## config.mk

```make
export PLATFORM = sky130hd
export DESIGN_NAME = aes_shift_rows_pipe
export DESIGN_NICKNAME = d
export VERILOG_FILES = /design/src/rtl/aes_shift_rows_pipe.sv
export SDC_FILE = /design/constraint.sdc
export NUM_CORES = 1
export LEC_CHECK = 0
export BUFFER_PORTS_ARGS = -buffer_cell sky130_fd_sc_hd__buf_2
export CAP_MARGIN = 20
export CELL_PAD_IN_SITES_DETAIL_PLACEMENT = 1
export CELL_PAD_IN_SITES_GLOBAL_PLACEMENT = 1
export CORE_ASPECT_RATIO = 2
export CORE_MARGIN = 5
export CORE_UTILIZATION = 30
export CTS_BUF_LIST = sky130_fd_sc_hd__clkbuf_16
export DETAILED_ROUTE_END_ITERATION = 10
export PLACE_DENSITY_LB_ADDON = 0.1
export SKIP_CTS_REPAIR_TIMING = 1
export SYNTH_ARGS = -nofsm -noshare
export SYNTH_HDL_FRONTEND = slang
export SYNTH_SLANG_ARGS = --single-unit
```

## constraint.sdc

```tcl
create_clock -name clk -period 1 [get_ports clk]
set_input_delay 0.2 -clock clk [delete_from_list [all_inputs] [get_ports clk]]
set_output_delay 0.2 -clock clk [all_outputs]
set_load 0.01 [all_outputs]
```

## src/rtl/aes_shift_rows_pipe.sv

```systemverilog
// Pipelined ShiftRows / InvShiftRows for Rijndael states of NB = 4, 6 or 8 columns.
// Optional unpermuted pass-through enabled by defining AES_SHIFT_ROWS_BYPASS_EN.
module aes_shift_rows_pipe #(
   parameter int unsigned NB          = 4,
   parameter int unsigned PIPE_STAGES = 1
) (
   input  logic                               clk,
   input  logic                               rst_n,
   input  logic                               in_valid,
   output logic                               in_ready,
   input  logic                               in_inv,
`ifdef AES_SHIFT_ROWS_BYPASS_EN
   input  logic                               in_bypass,
`endif
   input  logic [32*NB-1:0]                   in_data,
   output logic                               out_valid,
   input  logic                               out_ready,
   output logic [32*NB-1:0]                   out_data,
   output logic [$clog2(PIPE_STAGES+1)-1:0]   occupancy
);

   localparam int unsigned W     = 32 * NB;
   localparam int unsigned OCC_W = $clog2(PIPE_STAGES + 1);
   localparam int unsigned LAST  = PIPE_STAGES - 1;

   generate
      if (!(NB == 4 || NB == 6 || NB == 8)) begin : g_bad_nb
         $error("aes_shift_rows_pipe: NB must be 4, 6 or 8");
      end
      if (PIPE_STAGES < 1 || PIPE_STAGES > 4) begin : g_bad_stages
         $error("aes_shift_rows_pipe: PIPE_STAGES must be in 1..4");
      end
   endgenerate

   logic [W-1:0]             fwd_c;
   logic [W-1:0]             inv_c;
   logic [W-1:0]             xform_c;
   logic [PIPE_STAGES-1:0]   valid_q;
   logic [PIPE_STAGES-1:0]   valid_d;
   logic [PIPE_STAGES-1:0]   adv_c;
   logic [PIPE_STAGES-1:0]   load_c;
   logic [W-1:0]             data_q [PIPE_STAGES];
   logic [W-1:0]             data_d [PIPE_STAGES];
   logic [OCC_W-1:0]         occ_q;
   logic [OCC_W-1:0]         occ_d;

   // Byte permutation wiring: row r rotates by off_r columns (rows 2,3 skip one extra at NB=8).
   generate
      for (genvar c = 0; c < NB; c++) begin : g_col
         for (genvar r = 0; r < 4; r++) begin : g_row
            localparam int unsigned OFF   = (NB == 8 && r >= 2) ? r + 1 : r;
            localparam int unsigned SRC_F = (c + OFF) % NB;
            localparam int unsigned SRC_I = (c + NB - OFF) % NB;
            localparam int unsigned DST   = W - 1 - 8 * (4 * c + r);
            localparam int unsigned SF    = W - 1 - 8 * (4 * SRC_F + r);
            localparam int unsigned SI    = W - 1 - 8 * (4 * SRC_I + r);
            assign fwd_c[DST -: 8] = in_data[SF -: 8];
            assign inv_c[DST -: 8] = in_data[SI -: 8];
         end
      end
   endgenerate

   always_comb begin
      xform_c = in_inv ? inv_c : fwd_c;
`ifdef AES_SHIFT_ROWS_BYPASS_EN
      if (in_bypass) begin
         xform_c = in_data;
      end
`endif
   end

   // Backpressure ripple: a stage advances when its successor can load.
   always_comb begin
      logic ahead;
      adv_c  = '0;
      load_c = '0;
      ahead  = out_ready;
      for (int k = LAST; k >= 0; k--) begin
         adv_c[k]  = valid_q[k] & ahead;
         load_c[k] = ~valid_q[k] | adv_c[k];
         ahead     = load_c[k];
      end
   end

   assign in_ready = rst_n & load_c[0];

   always_comb begin
      valid_d = valid_q;
      data_d  = data_q;
      occ_d   = '0;
      if (load_c[0]) begin
         valid_d[0] = in_valid;
         if (in_valid) begin
            data_d[0] = xform_c;
         end
      end
      for (int k = 1; k < PIPE_STAGES; k++) begin
         if (load_c[k]) begin
            valid_d[k] = valid_q[k-1];
            if (valid_q[k-1]) begin
               data_d[k] = data_q[k-1];
            end
         end
      end
      for (int k = 0; k < PIPE_STAGES; k++) begin
         occ_d = occ_d + OCC_W'(valid_d[k]);
      end
   end

   always_ff @(posedge clk) begin
      if (!rst_n) begin
         valid_q <= '0;
         occ_q   <= '0;
         for (int k = 0; k < PIPE_STAGES; k++) begin
            data_q[k] <= '0;
         end
      end else begin
         valid_q <= valid_d;
         occ_q   <= occ_d;
         for (int k = 0; k < PIPE_STAGES; k++) begin
            data_q[k] <= data_d[k];
         end
      end
   end

   assign out_valid = valid_q[LAST];
   assign out_data  = data_q[LAST];
   assign occupancy = occ_q;

endmodule

```

Word-level counts from Yosys, hierarchy flattened
Cells that the tools add are included.
{"block": "totals", "regBits": 129, "input_bits": 133, "output_inout_bits": 131}
{"block": "op_classes", "mux": 1, "bitwise_logic": 4, "reduce_logical": 1}
{"cell": "two-way mux 120 bit", "count": 1}
{"cell": "bitwise AND 1 bit", "count": 2}
{"cell": "AND reduction 2 bit", "count": 1}
{"cell": "inverter 1 bit", "count": 1}
{"cell": "OR 1 bit", "count": 1}

Depth between registers and ports, before layout
{"block": "depth", "ltp_word": 3, "mapped_depth": 6, "ltp_nobuf": 3}

Least setup slack after synthesis
No wires, ideal clock.
{"block": "synth_path", "path_kind": "register to register", "start": "reg occupancy (netlist name)", "end": "reg data_q (netlist bit out_data[16])", "arrival_time_ps": 1082, "t_required_ps": 878, "slack_ps": -203, "path_stages_with_launch": 6, "synth_period_minus_slack_ps": 1203, "cell_sequence": "dfxtp_1 nand2b_4 buf_6 nand3_2 buf_2 o2bb2ai_2"}
{"item": "to (signal, indexed assignment)", "line_no": "121", "text": "data_q[k] <= data_d[k];"}
{"item": "to (decl)", "line_no": "42", "text": "logic [W-1:0] data_q [PIPE_STAGES];"}

==> impl_metrics.py <==
metrics = {
    "final_layout": {
        "fin_area_um2": 9238,
        "final_cell_mix": "buf_6, buf_2, nand2_1",
        "layout-drive-gt1-share_pct": 63.45,
        "area_growth_pct": 73.88,
        "instances_no_fill": 1031,
        "final_common_cell": "buf_6",
        "fill_cells": 1879,
        "antennaDiodeCount": 0,
        "nNetsFinal": 938,
    },
    "placement": {
        "io_buffers": 263,
        "dpl.cell_count": 953,
        "place_ws_ns": -0.1746,
        "postPlaceCellArea_um2": 6975,
        "gp_congestion": 0.7123,
        "hpwl_um": 11980,
    },
    "grt": {
        "antenna_found_initial": 1,
        "grt_pass1_vias": 4779,
        "grt_max_degree": 50,
        "grt.total_usage_pct": 15.11,
        "grt_overflow": 0,
        "grt_pass1_wl_um": 25070,
    },
    "logic_synthesis": {
        "synth.cell_area_um2": 5313,
        "ys_seq_area_share_pct": 48.61,
        "yosys_warnings": 0,
        "synth.avg_cell_area_um2": 10.65,
        "ys_seq_elements": 129,
        "synth_nets": 632,
        "synthCells": 499,
        "ys_types": 16,
    },
    "clocking": {
        "htreeDepth": 4,
        "clock_sinks": 129,
        "clock-root-buffer": "clkbuf_16",
        "clock_path_buffers": 2,
        "path_clk_slew_ns": 0.06,
        "clkLatencyLatePin_ns": 0.41,
        "cts_buffers": 17,
        "cts_tree": "done",
    },
    "setup_path": {
        "crit_slowest_cell": "dfxtp_4",
        "path_buf_inv": 3,
        "crit_arrival_ns": 1.62,
        "required_ns": 1.33,
        "startpoint_type": "flop",
        "critPathMaxFanout": 6,
        "critical_path.max_stage_delay_ns": 0.35,
        "path_cells": "nand2b_4 > buf_4 > a21boi_4 > buf_6 > clkbuf_16 > o2bb2ai_1",
        "crit_family": "buffers and inverters",
        "crit_type": "flop to flop",
        "cp-end-kind": "flop",
    },
    "floorplanning": {
        "start_util_pct": 30.16,
        "die_area_um2": 20630,
        "die_w_um": 104.1,
        "core_area_um2": 17610,
        "die_y_um": 198.2,
        "row_count": 69,
        "pin_count": 264,
    },
    "routing": {
        "drt_iter0_markers": 66,
        "ant_nets": 0,
        "routed_wl_um": 18780,
        "vias_per_cell": 4.727,
        "drc": 0,
        "wire_per_inst_um": 18.21,
        "vias": 4874,
        "dr.pass1.iters": 4,
    },
    "timing": {
        "tightest_slew_ns": 0.3178,
        "worst_slack_ns": -0.2823,
        "rsz0062_at_grt": "true",
        "period_needed_ns": 1.282,
        "clock_skew_ns": 0.005531,
        "setup-violations-final": 259,
        "finalHoldViolCount": 0,
        "finalCritPeriodShare_pct": 128.2,
        "relSlewSlack_pct": 78.81,
        "maxSlewViolCount": 0,
        "max_freq_mhz": 779.9,
    },
    "pwr": {
        "powerDensity_nw_per_um2": 1589,
        "peakVddDrop_mv": 0.9219,
        "p_total_mw": 14.68,
        "leakage_nw": 4.403,
    },
    "job": {
        "drv_cap": 0,
    },
    "hold_path": {
        "min_path_type": "primary input to flop",
    },
    "outcome": {
        "status": "finished with violations",
        "failed_checks": "setup timing",
    },
}
## state kept, by name, summed over array words and instances, names as in the netlist
name / flops
out_data: 128
occupancy: 1
## cell families (layout without fill, tap and decap cells)
family                 after synthesis  count (layout)  synth area share, %
AOI/OAI and AO/OA                   66              66                12.08
buffers and inverters               44             362                5.370
DFF                                129             129                48.61
muxes                              128             128                24.12
and+or+nand+nor                    132             133                9.821
## power breakdown
group          internal, mW  switching (mW)
registers              5.57           0.261
clock network          3.75            2.31
logic                  1.61            1.18
total                  10.9            3.75
## path summary, 6_finish.rpt
kind         slack, ns                       from                         end  cells after the start
min reg2reg       0.46  out_data[85]$_SDFFE_PN0P_   out_data[85]$_SDFFE_PN0P_                      1
max reg2reg      -0.28     occupancy$_SDFFE_PN0P_  out_data[115]$_SDFFE_PN0P_                      6
max              -0.28     occupancy$_SDFFE_PN0P_  out_data[115]$_SDFFE_PN0P_                      6
min               0.02                in_data[72]    out_data[8]$_SDFFE_PN0P_                      3
## layout make-up
class                      instances  area, um2  share of cell area [%]
tap                              213      266.5                   2.885
clock inverter                    14      123.9                   1.341
sequential                       129       2745                   29.72
timing repair buffer             329       3037                   32.87
inverter                           1      3.754                 0.04063
clock buffer                      18      450.4                   4.876
multi-input combinational        327       2611                   28.27
## worst reg2reg max path, stage by stage (launching register included)
cell and delay (ns):
dfxtp_4 0.35, nand2b_4 0.06, buf_4 0.15, a21boi_4 0.18
buf_6 0.18, clkbuf_16 0.17, o2bb2ai_1 0.11
## through the flow
| stage | hold WS (ns) | utilization [%] | setup TNS, ns |
|---|---|---|---|
| finish | 0.01561 | 52.45 | -30.46 |
| global route | 0.01204 | 52.45 | -43.11 |
| CTS | -0.0008794 | 42.87 | -27.67 |
| detailed placement | 0.4448 | 39.61 | -16.06 |
| global placement | 0.4393 | 39.61 | -12.98 |
| floorplan | 0.3278 | - | -11.42 |
## synthesized netlist by cell type
master / n / share of area [%]
dfxtp_1: 129 / 49
buf_4: 8 / 1.1
mux2i_1: 128 / 24
o2bb2ai_2: 10 / 2.8
and2_1: 1 / 0.12
clkbuf_1: 3 / 0.21
a21boi_0: 1 / 0.14
o2bb2ai_1: 54 / 8.9
buf_2: 24 / 2.3
nand2_4: 1 / 0.21
buf_6: 8 / 1.7
nand3_2: 1 / 0.19
nand2_1: 128 / 9.0
nand2b_4: 1 / 0.26
inv_1: 1 / 0.071
a21boi_2: 1 / 0.21
## per-layer routing
layer / share of wire [%] / global-route usage, %
met2: 53 / 24.55
met3: 7.6 / 6.884
met4: 1.2 / 6.052
met5: 0.10 / 0
met1: 38 / 17.25
No activity file was read; power rests on OpenSTA's default activity.
